**config.mk**
```make
export PLATFORM = sky130hd
export DESIGN_NAME = gf180mcu_fd_sc_mcu7t5v0__xnor3_bist_flat
export DESIGN_NICKNAME = d
export VERILOG_FILES = /design/src/rtl/gf180mcu_fd_sc_mcu7t5v0__xnor3_bist_if.sv /design/src/rtl/gf180mcu_fd_sc_mcu7t5v0__xnor3_bist.sv /design/src/flat_wrapper.sv
export SDC_FILE = /design/constraint.sdc
export NUM_CORES = 1
export LEC_CHECK = 0
export CORE_MARGIN = 3
export CORE_UTILIZATION = 60
export CTS_CLUSTER_DIAMETER = 60
export DETAILED_ROUTE_END_ITERATION = 12
export PLACE_DENSITY = 0.84
export SYNTH_ARGS = -nofsm -noshare
export SYNTH_HDL_FRONTEND = slang
export SYNTH_SLANG_ARGS = --single-unit
```
**constraint.sdc**
```tcl
create_clock -name CLK -period 4.18 [get_ports CLK]
set_input_delay 0.836 -clock CLK [delete_from_list [all_inputs] [get_ports CLK]]
set_output_delay 0.836 -clock CLK [all_outputs]
set_load 0.01 [all_outputs]
```
**src/rtl/gf180mcu_fd_sc_mcu7t5v0__xnor3_bist_if.sv**
```systemverilog
// rtl/gf180mcu_fd_sc_mcu7t5v0__xnor3_bist_if.sv - pin and result bundle between the XNOR3 BIST and its cell/wrapper
// Purpose: groups the run request, the cell-under-test pins and the result
//          outputs of the XNOR3 BIST sequencer.
// Signals: START (run request), ZN (cell output), A1/A2/A3 (cell inputs),
//          BUSY, DONE, PASS, ERR_CNT[ERR_W], FIRST_FAIL[3].
// Modports: slave = the BIST sequencer, master = the cell/wrapper side.
interface gf180mcu_fd_sc_mcu7t5v0__xnor3_bist_if #(
  parameter int ERR_W = 8
);
  logic             START;
  logic             ZN;
  logic             A1;
  logic             A2;
  logic             A3;
  logic             BUSY;
  logic             DONE;
  logic             PASS;
  logic [ERR_W-1:0] ERR_CNT;
  logic [2:0]       FIRST_FAIL;

  modport slave (
    input  START, ZN,
    output A1, A2, A3, BUSY, DONE, PASS, ERR_CNT, FIRST_FAIL
  );

  modport master (
    output START, ZN,
    input  A1, A2, A3, BUSY, DONE, PASS, ERR_CNT, FIRST_FAIL
  );
endinterface

```
**src/rtl/gf180mcu_fd_sc_mcu7t5v0__xnor3_bist.sv**
```systemverilog
// rtl/gf180mcu_fd_sc_mcu7t5v0__xnor3_bist.sv - Gray-code sweep generator and checker for the XNOR3 cell
// Purpose: drives A1/A2/A3 with a Gray-code sweep, checks ZN against the
//          ideal XNOR3 at the end of every hold, and reports pass/fail,
//          a saturating mismatch count and the first failing vector.
// Ports:   CLK  - rising-edge clock
//          RN   - asynchronous active-low reset
//          bus  - slave side of the BIST interface (START, ZN in;
//                 A1..A3, BUSY, DONE, PASS, ERR_CNT, FIRST_FAIL out)
module gf180mcu_fd_sc_mcu7t5v0__xnor3_bist #(
  parameter int PASSES = 2,
  parameter int SETTLE = 2,
  parameter int ERR_W  = 8
) (
  input  logic CLK,
  input  logic RN,
  gf180mcu_fd_sc_mcu7t5v0__xnor3_bist_if.slave bus
);

  typedef enum logic [1:0] {
    S_IDLE,
    S_RUN,
    S_DONE
  } state_t;

  state_t           state;
  logic [3:0]       hold_cnt;
  logic [2:0]       idx;
  logic [7:0]       pass_cnt;
  logic [2:0]       a_vec;
  logic             busy;
  logic             done;
  logic             pass;
  logic [ERR_W-1:0] err_cnt;
  logic [2:0]       first_fail;

  logic             hold_last;
  logic             last_sample;
  logic             exp_zn;
  logic             mismatch;
  logic [ERR_W-1:0] err_next;

  // Binary-reflected Gray code: consecutive indices differ in one bit,
  // including the 7 -> 0 wrap between passes.
  function automatic logic [2:0] gray(input logic [2:0] i);
    return i ^ (i >> 1);
  endfunction

  assign hold_last   = (hold_cnt == 4'(SETTLE - 1));
  assign last_sample = (idx == 3'd7) && (pass_cnt == 8'(PASSES - 1));
  assign exp_zn      = ~(a_vec[0] ^ a_vec[1] ^ a_vec[2]);
  // Case inequality so that an X or Z on the cell output is a failure.
  assign mismatch    = (bus.ZN !== exp_zn);
  assign err_next    = (mismatch && (err_cnt != '1)) ? err_cnt + 1'b1 : err_cnt;

  always_ff @(posedge CLK or negedge RN) begin
    if (!RN) begin
      state      <= S_IDLE;
      hold_cnt   <= '0;
      idx        <= '0;
      pass_cnt   <= '0;
      a_vec      <= '0;
      busy       <= 1'b0;
      done       <= 1'b0;
      pass       <= 1'b0;
      err_cnt    <= '0;
      first_fail <= '0;
    end else begin
      case (state)
        S_IDLE, S_DONE: begin
          if (bus.START) begin
            state      <= S_RUN;
            hold_cnt   <= '0;
            idx        <= '0;
            pass_cnt   <= '0;
            a_vec      <= gray(3'd0);
            busy       <= 1'b1;
            done       <= 1'b0;
            pass       <= 1'b0;
            err_cnt    <= '0;
            first_fail <= '0;
          end
        end
        S_RUN: begin
          if (hold_last) begin
            // Sample edge: score the vector that was held, then move on.
            err_cnt <= err_next;
            if (mismatch && (err_cnt == '0)) begin
              first_fail <= a_vec;
            end
            hold_cnt <= '0;
            if (last_sample) begin
              state <= S_DONE;
              busy  <= 1'b0;
              done  <= 1'b1;
              pass  <= (err_next == '0);
              idx   <= '0;
              a_vec <= '0;
            end else begin
              idx   <= idx + 3'd1;
              a_vec <= gray(idx + 3'd1);
              if (idx == 3'd7) begin
                pass_cnt <= pass_cnt + 8'd1;
              end
            end
          end else begin
            hold_cnt <= hold_cnt + 4'd1;
          end
        end
        default: state <= S_IDLE;
      endcase
    end
  end

  assign bus.A1         = a_vec[0];
  assign bus.A2         = a_vec[1];
  assign bus.A3         = a_vec[2];
  assign bus.BUSY       = busy;
  assign bus.DONE       = done;
  assign bus.PASS       = pass;
  assign bus.ERR_CNT    = err_cnt;
  assign bus.FIRST_FAIL = first_fail;

endmodule
```
**src/flat_wrapper.sv**
```systemverilog
// flat-port wrapper written by rule: the top's interface ports become plain ports
module gf180mcu_fd_sc_mcu7t5v0__xnor3_bist_flat 
#(
  parameter int PASSES = 2,
  parameter int SETTLE = 2,
  parameter int ERR_W  = 8
)
  (CLK, RN, bus_START, bus_ZN, bus_A1, bus_A2, bus_A3, bus_BUSY, bus_DONE, bus_PASS, bus_ERR_CNT, bus_FIRST_FAIL);
  gf180mcu_fd_sc_mcu7t5v0__xnor3_bist_if #(.ERR_W(ERR_W)) bus_i ();
  input  logic CLK;
  input  logic RN;
  input wire logic [$bits(bus_i.START)-1:0] bus_START;
  input wire logic [$bits(bus_i.ZN)-1:0] bus_ZN;
  output wire logic [$bits(bus_i.A1)-1:0] bus_A1;
  output wire logic [$bits(bus_i.A2)-1:0] bus_A2;
  output wire logic [$bits(bus_i.A3)-1:0] bus_A3;
  output wire logic [$bits(bus_i.BUSY)-1:0] bus_BUSY;
  output wire logic [$bits(bus_i.DONE)-1:0] bus_DONE;
  output wire logic [$bits(bus_i.PASS)-1:0] bus_PASS;
  output wire logic [$bits(bus_i.ERR_CNT)-1:0] bus_ERR_CNT;
  output wire logic [$bits(bus_i.FIRST_FAIL)-1:0] bus_FIRST_FAIL;
  assign bus_i.START = bus_START;
  assign bus_i.ZN = bus_ZN;
  assign bus_A1 = bus_i.A1;
  assign bus_A2 = bus_i.A2;
  assign bus_A3 = bus_i.A3;
  assign bus_BUSY = bus_i.BUSY;
  assign bus_DONE = bus_i.DONE;
  assign bus_PASS = bus_i.PASS;
  assign bus_ERR_CNT = bus_i.ERR_CNT;
  assign bus_FIRST_FAIL = bus_i.FIRST_FAIL;
  gf180mcu_fd_sc_mcu7t5v0__xnor3_bist #(.PASSES(PASSES), .SETTLE(SETTLE), .ERR_W(ERR_W)) u_core (.CLK(CLK), .RN(RN), .bus(bus_i));
endmodule
```
## After elaboration in Yosys (flattened, before gate mapping)

Index checks and enable logic that the tools add are counted.

| word-level totals | value |
|---|---|
| register bits after elaboration | 34 |
| bits of input ports | 4 |
| output and inout bits | 17 |
| word-level logic and storage cells | 81 |

| cells by class | value |
|---|---|
| $add $sub $neg | 4 |
| eq/ne operators | 13 |
| multiplexer cells | 36 |
| bitwise logic cells | 4 |
| reduce and logical (&&, ||, !) cells | 14 |

Operators with widths:

| cell | count |
|---|---|
| $mux 8 | 6 |
| $pmux 8 s2 | 2 |
| $mux 3 | 7 |
| $pmux 3 s2 | 3 |
| $add 8x1->8 const B | 2 |
| $logic_not 8->1 | 2 |
| $eq 8x1->1 const B | 1 |
| $mux 1 | 8 |
| $mux 4 | 2 |
| $ne 2x1->1 const B | 4 |
| $ne 8x8->1 const B | 1 |
| $pmux 4 s2 | 1 |
| $reduce_and 4->1 | 2 |
| $mux 2 | 3 |
| $pmux 1 s2 | 3 |
| $reduce_and 3->1 | 2 |
| $reduce_and 5->1 | 1 |
| $add 4x1->4 const B | 1 |
| $eq 4x1->1 const B | 1 |
| $ne 2x2->1 const B | 2 |
| $pmux 2 s2 | 1 |
| $add 3x1->3 const B | 1 |
| $eq 3x3->1 const B | 1 |
| $logic_and 1x1->1 | 3 |
| 10 further kinds | 11 |

## Longest topological paths before layout

Gate-level depths: netlist (run 1).

| depth | value |
|---|---|
| word-level depth | 10 |
| depth in mapped cells | 8 |
| depth with buffers taken out | 7 |

## Least setup slack after synthesis (run 1)

No wires, ideal clock.

| path | value |
|---|---|
| path kind | input port to flip-flop |
| start point | input bus_ZN |
| end point | register u_core.pass, in the netlist u_core.bus.PASS |
| library setup time | 0.110 ns |
| arrival time | 2.006 ns |
| data required time | 4.070 ns |
| slack | 2.064 ns |
| stages | 5 |
| path buffers | 0 |
| cells stage by stage | xor2_1 > xnor2_1 > o21ai_0 > a22o_1 > o41ai_1 |

| between the ends | value |
|---|---|
| word-level cells in the longest chain between the ends | 7 |

RTL lines:

| item | RTL line | RTL |
|---|---|---|
| start: declaration | flat_wrapper.sv:13 | `input wire logic [$bits(bus_i.ZN)-1:0] bus_ZN;` |
| $nex 1x1->1 | gf180mcu_fd_sc_mcu7t5v0__xnor3_bist.sv:52 | `assign mismatch = (bus.ZN !== exp_zn);` |
| $logic_and 1x1->1 | gf180mcu_fd_sc_mcu7t5v0__xnor3_bist.sv:53 | `assign err_next = (mismatch && (err_cnt != '1)) ? err_cnt + 1'b1 : err_cnt;` |
| $mux 8 | gf180mcu_fd_sc_mcu7t5v0__xnor3_bist.sv:53 |  |
| $logic_not 8->1 | gf180mcu_fd_sc_mcu7t5v0__xnor3_bist.sv:95 | `pass <= (err_next == '0);` |
| $mux 1 | gf180mcu_fd_sc_mcu7t5v0__xnor3_bist.sv:91 | `if (last_sample) begin` |
| $mux 1 | gf180mcu_fd_sc_mcu7t5v0__xnor3_bist.sv:84 | `if (hold_last) begin` |
| $pmux 1 s2 | gf180mcu_fd_sc_mcu7t5v0__xnor3_bist.sv:68 | `case (state)` |
| end signal: assignment | gf180mcu_fd_sc_mcu7t5v0__xnor3_bist.sv:95 |  |
| end: declaration | gf180mcu_fd_sc_mcu7t5v0__xnor3_bist.sv:32 | `logic pass;` |

No other way between the ends. The select of a mux whose other input is x is not followed.
A chain may end at the register's enable or synchronous reset.

## Worst setup path after layout (run 1)

| path | value |
|---|---|
| start point | input bus_START |
| end point | register u_core.pass_cnt[7] |

| between the ends | value |
|---|---|
| word-level cells in the longest chain between the ends | 2 |

RTL lines:

| item | RTL line | RTL |
|---|---|---|
| start: declaration | flat_wrapper.sv:12 | `input wire logic [$bits(bus_i.START)-1:0] bus_START;` |
| $ne 2x2->1 (no source line) | n/a |  |
| $reduce_and 5->1 (no source line) | n/a |  |
| end signal: assignment | gf180mcu_fd_sc_mcu7t5v0__xnor3_bist.sv:102 | `pass_cnt <= pass_cnt + 8'd1;` |
| end: declaration | gf180mcu_fd_sc_mcu7t5v0__xnor3_bist.sv:28 | `logic [7:0] pass_cnt;` |

No other way between the ends.

==> metrics.txt, run 1 <==
max_cap viols 0; actual slew at the worst max-slew pin 0.857 ns; Max clock buf depth 2; fmax 0.383 GHz; Slew HR 42.5%; Period minus WS final 2.61 ns; Synth cell types 42; global-route wire length before repair 7490 um; DR iter-0 viols 135; initial antenna violation count 0; I/O pin count 21; diodes inserted 0; Slowest Stage Delay on Critical Path 0.51 ns; skew final 0.0205 ns; Synthesized Nets 211; post-synth top area share 43.7%; post-synthesis sequential area ratio 43.7%; ys async rst share 100%; filler cell count 205; largest net degree at the start of global routing 34; clk root buf clkbuf_4; Setup TNS Final 0 ns; crit share post-route 62.5%; TritonCTS Buffers 5; number of global-route vias before repair 1525; Top FF cell, synth dfrtp_1; Multi-input gate area 986 um^2; Pleak 0.000964 uW; # port buffers 20; met2 usage 38.4%; worst vdd ir 491 uV; flops & latches, synth 33; hpwl dp 2900 um; largest area contributor in the netlist dfrtp_1; internal power 768 uW; crit-path max FO 10; post-detailed-route wirelength per cell 16.0 um; CTS Hold Bufs 0; vias per cell 6.15; H-tree Lvls 2; status complete, no violations; RSZ-0062 raised after global routing false; core area 2880 um^2; Synth area leaders dfrtp_1 44%, ha_1 5.3%, nand2_1 4.6%; type of the worst min-delay path register to register; GPL Wtd Cong 0.892; WS Path Type input port to register; CP Capture Type register; met1 track demand over resource 32.6%; clock share of power 16.7%; Global Route Usage Sum 24.3%; Logic pwr share 43.9%; Crit-path slowest cell nor2b_1; total grt overflow 0; Total Power 1270 uW; Layout Nets 229; switching share of power 39.7%; drt first pass iters 6; CP Launch Type input port; Avg Inst Size Synth 9.49 um^2; Slew Viols, Final 0; Power Dens Cells 584 nW/um^2; EDFF count, synth 0; row cnt 19; Syn Std Cell Area 1890 um^2; Sequential Area 826 um^2; final count of hold timing violations 0; Post-CTS Setup Bufs 0; Worst Path Arrival 2.83 ns; die width 62.1 um; met3 Use GR 4.50%; synthesis warning total 0; Die Y 62.1 um; Seq pwr share 39.4%; crit-path cells clkdlybuf4s50_1, nor2b_1, a21oi_1, nor4b_1, xnor2_1, nor2_1; Final Setup Violations 0; DR vias 1599; DRC violations left 0; die area 3860 um^2; layout cells sized above 1 6.42%; Synth Instances 199; Required @ worst endpoint 4.40 ns; Net Sw Power 505 uW; GR peak layer met2; CTS Sinks 33; CTS tree done; CTS-repair resized insts 0; Area Overhead vs Synth 15.4%; Antenna Nets Post-Route 0; Initial Util 65.7%; Total Wirelength 4150 um; CP top delay family simple AND/OR/NAND/NOR gates; clk_lat worst skew 0.37 ns; Buf+Inv Stages, Crit Path 1; Clock transition at path regs 0.10 ns
==> power groups by stage <==
stage	logic, uW	registers (uW)	clock network [uW]
3_5_place_dp	547	506	0
2_1_floorplan	353	501	0
6_report	559	501	213
5_1_grt	614	518	234
3_3_place_gp	524	499	0
4_1_cts	558	500	215
==> final cells by class <==
type                       count  share of cell area, %
inverter                      10                   1.72
timing repair buffer          21                   9.53
tap                           42                   2.41
clock buffer                   7                   2.99
clock inverter                 1                  0.230
multi-input combinational    146                   45.2
sequential                    33                   37.9
==> cells by family after synthesis <==
logic type                 count (synthesis)  synth area share (%)
xor gates and xnor gates                  13                  6.03
buffers and inverters                     20                  4.11
and+or+nand+nor                           73                  19.2
DFF                                       33                  43.7
muxes                                      9                  4.90
AOI/OAI and AO/OA                         43                  16.8
adders and majority gates                  8                  5.30
==> worst register-to-register path, cell delays in order, from the launching register on <==
cell	delay, ns
dfrtp_1	0.43
inv_1	0.07
ha_1	0.16
or3b_2	0.49
o21ai_1	0.69
o21ai_4	0.15
o31a_1	0.33
o21a_1	0.19
==> cells in the mapped netlist, types with 5 or more instances <==
library cell   n
mux2i_1        7
o21ai_0        9
nand3_1        7
inv_1         10
xnor2_1        6
ha_1           8
clkbuf_1       8
dfrtp_1       33
xor2_1         7
nor2_1        17
a21oi_1        5
nor3_1         5
nand2_1       23
a22o_1         9
==> path summary, 6_finish.rpt <==
path | slack, ns | from | endpoint | depth (start not counted)
min in group asynchronous | 0.85 | RN | u_core.bus.PASS | 2
hold reg to reg | 0.50 | u_core.bus.DONE | u_core.bus.DONE | 2
setup reg to reg | 1.58 | u_core.hold_cnt[1] | u_core.pass_cnt[6] | 7
hold / removal | 0.50 | u_core.bus.DONE | u_core.bus.DONE | 2
max in group asynchronous | 3.01 | RN | u_core.bus.FIRST_FAIL[0] | 2
setup / recovery | 1.57 | bus_START | u_core.pass_cnt[7] | 6
==> metal layers <==
metal	vias up	wire length, um
li1	750	-
met1	774	1730
met2	65	2050
met3	10	272
met4	0	99
met5	-	0
==> per-stage QoR <==
step	cells	hold slack [ns]	setup WS [ns]	instance area [um^2]	util, %
global placement	252	0.461	1.37	2110	73.3
floorplan	199	0.477	2.06	1890	-
CTS	260	0.494	1.59	2180	75.8
finish	260	0.495	1.57	2180	75.8
detailed placement	252	0.470	1.22	2110	73.3
global route	260	0.547	1.36	2180	75.8
==> placed cells by master (no fill, tap or decap), types with 2 or more instances in the layout <==
| cell type | instances |
|---|---|
| mux2i_1 | 7 |
| xnor2_1 | 6 |
| nor4_1 | 3 |
| o2111ai_1 | 2 |
| mux2_2 | 2 |
| nor4b_1 | 2 |
| nor3_1 | 5 |
| xor2_1 | 7 |
| a22o_1 | 9 |
| nor2b_1 | 2 |
| o41a_1 | 2 |
| inv_1 | 10 |
| nand4_1 | 3 |
| nand2_1 | 23 |
| o21ai_0 | 9 |
| o211ai_1 | 3 |
| clkdlybuf4s50_1 | 20 |
| o21ai_1 | 3 |
| ha_1 | 8 |
| clkbuf_8 | 2 |
| clkbuf_4 | 5 |
| nand2b_1 | 3 |
| a21oi_1 | 5 |
| nor2_1 | 17 |
| and3_1 | 2 |
| dfrtp_1 | 33 |
| nand3_1 | 7 |
==> registers in the layout (all words and copies together), names as in the netlist <==
signal and cells:
u_core.bus.DONE 1, u_core.bus.PASS 1, u_core.state 2, u_core.bus.BUSY 1, u_core.a_vec 3, u_core.idx 2
u_core.bus.ERR_CNT 8, u_core.hold_cnt 4, u_core.pass_cnt 8, u_core.bus.FIRST_FAIL 3
Note: power is estimated with default switching activity, not from simulation.
==> run 2, diff against run 1 <==
CORE_UTILIZATION = 56   (was 60)
PLACE_DENSITY = 0.79   (was 0.84)
clock period = 2.7 ns   (was 4.18 ns; I/O delays follow)
==> metrics.txt, run 2 (synthesized netlist as in run 1, its figures left out) <==
drt first pass iters 4 (-2); CP Launch Type input port; actual slew at the worst max-slew pin 0.716 ns (-0.141 ns); Max clock buf depth 2 (unchanged); final count of hold timing violations 0 (unchanged); worst vdd ir 704 uV (+43%); status complete, no violations; # port buffers 20 (unchanged); layout cells sized above 1 8.07% (+1.6 points); GPL Wtd Cong 0.900 (+0.91%); core area 3130 um^2 (+8.7%); Required @ worst endpoint 2.92 ns (-1.48 ns); fmax 0.434 GHz; Layout Nets 234 (+2.2%); Pleak 0.000979 uW (+1.6%); number of global-route vias before repair 1566 (+2.7%); Clock transition at path regs 0.10 ns (about the same); Power Dens Cells 872 nW/um^2 (+49%); Net Sw Power 766 uW (+52%); die area 4110 um^2 (+6.4%); Total Wirelength 4160 um (+0.19%); diodes inserted 0 (unchanged); type of the worst min-delay path register to register; Antenna Nets Post-Route 0 (unchanged); Setup TNS Final 0 ns (unchanged); clk root buf clkbuf_4; Slew HR 52.0% (+9.4 points); Min Hold Slack 0.487 ns (-0.00835 ns); filler cell count 242 (+18%); CTS Sinks 33 (unchanged); most common cell after layout, fill and taps aside dfrtp_1; Seq pwr share 40.5% (+1.1 points); switching share of power 39.9% (+0.23 points); die width 64.1 um (+3.2%); crit-path max FO 9 (-1); TritonCTS Buffers 5 (unchanged); commonest non-fill, non-tap cells in the layout 33 x dfrtp_1, 23 x nand2_1, 20 x clkdlybuf4s50_1; crit share post-route 85.3%; vias per cell 6.20 (+0.79%); DR vias 1655 (+3.5%); CTS-repair resized insts 0 (unchanged); Global Route Usage Sum 22.6% (-1.7 points); post-detailed-route wirelength per cell 15.6 um (-2.4%); WS Path Type input port to register; CTS Hold Bufs 0 (unchanged); max_cap viols 0 (unchanged); Core Util, Final 70.4% (-5.4 points); total grt overflow 0 (unchanged); clock share of power 14.4% (-2.3 points); RSZ-0062 raised after global routing false; DRC violations left 0 (unchanged); largest net degree at the start of global routing 34 (unchanged); Post-Place Cells 259 (+2.8%); I/O pin count 21 (unchanged); Worst Path Arrival 2.52 ns (-0.31 ns); clk_lat worst skew 0.35 ns (-0.02 ns); initial antenna violation count 0 (unchanged); Slew Viols, Final 0 (unchanged); skew final 0.00933 ns (-0.0112 ns); hpwl dp 2950 um (+1.7%); Logic pwr share 45.1% (+1.2 points); reg2reg setup slack 0.41 ns (-1.17 ns); row cnt 20 (+1); H-tree Lvls 2 (unchanged); internal power 1150 uW (+50%); Post-CTS Setup Bufs 0 (unchanged); Final Setup Violations 0 (unchanged); CTS tree done; global-route wire length before repair 7130 um (-4.8%); CP Capture Type register; Area Overhead vs Synth 16.5%; Period minus WS final 2.30 ns; Final Non-Filler Cells 267 (+2.7%); DR iter-0 viols 235 (+74%); Initial Util 60.4% (-5.3 points); Die Y 64.1 um (+3.2%)
run 2: cell count changes in the layout (fill, tap and decap cells not counted):
cell / previous run / this run
clkbuf_1: 0 / 1
buf_4: 1 / 6
clkbuf_8: 2 / 0
clkinv_2: 1 / 2
run 2: cell type report:
cell class | count | area [um^2] | area share (%)
Sequential cell | 33 | 826 | 37.5
Inverter | 10 | 37.5 | 1.71
Timing Repair Buffer | 26 | 245 | 11.1
Clock buffer | 6 | 41.3 | 1.88
Clock inverter | 2 | 10.0 | 0.455
Tap cell | 44 | 55.1 | 2.50
Multi-Input combinational cell | 146 | 986 | 44.8
run 2: path summary, 6_finish.rpt:
| path | from | end | cells past startpoint |
|---|---|---|---|
| max | bus_ZN | u_core.bus.PASS | 6 |
| min | u_core.bus.DONE | u_core.bus.DONE | 2 |
| max reg2reg | u_core.idx[0] | u_core.idx[0] | 6 |
| min reg2reg | u_core.bus.DONE | u_core.bus.DONE | 2 |
| max in group asynchronous | RN | u_core.pass_cnt[5] | 2 |
| min in group asynchronous | RN | u_core.bus.ERR_CNT[7] | 2 |
run 2: power by group through the flow:
stage	Sequential [uW]	Clock (uW)	Combinational, uW
floorplan	776	0	547
global placement	771	0	831
detailed placement	783	0	856
CTS	772	281	862
global route	796	314	961
finish	778	276	866
run 2: layer usage:
layer	GRT usage (%)	wire, um
met3	7.56	311
met1	29.9	1820
met2	33.4	1910
met5	0	0
met4	9.97	109
run 2: metrics by stage:
step / area [um^2] / power [uW] / worst slack [ns]
floorplan: 1890 / 1320 / 0.732
global placement: 2150 / 1600 / 0.285
detailed placement: 2150 / 1640 / 0.133
CTS: 2200 / 1920 / 0.450
global route: 2200 / 2070 / 0.266
finish: 2200 / 1920 / 0.398
run 2: worst max-delay path: stages:
cell	delay, ns
clkdlybuf4s50_1	0.41
xor2_1	0.17
xnor2_1	0.61
o21ai_0	0.20
a22o_1	0.23
o41ai_1	0.36
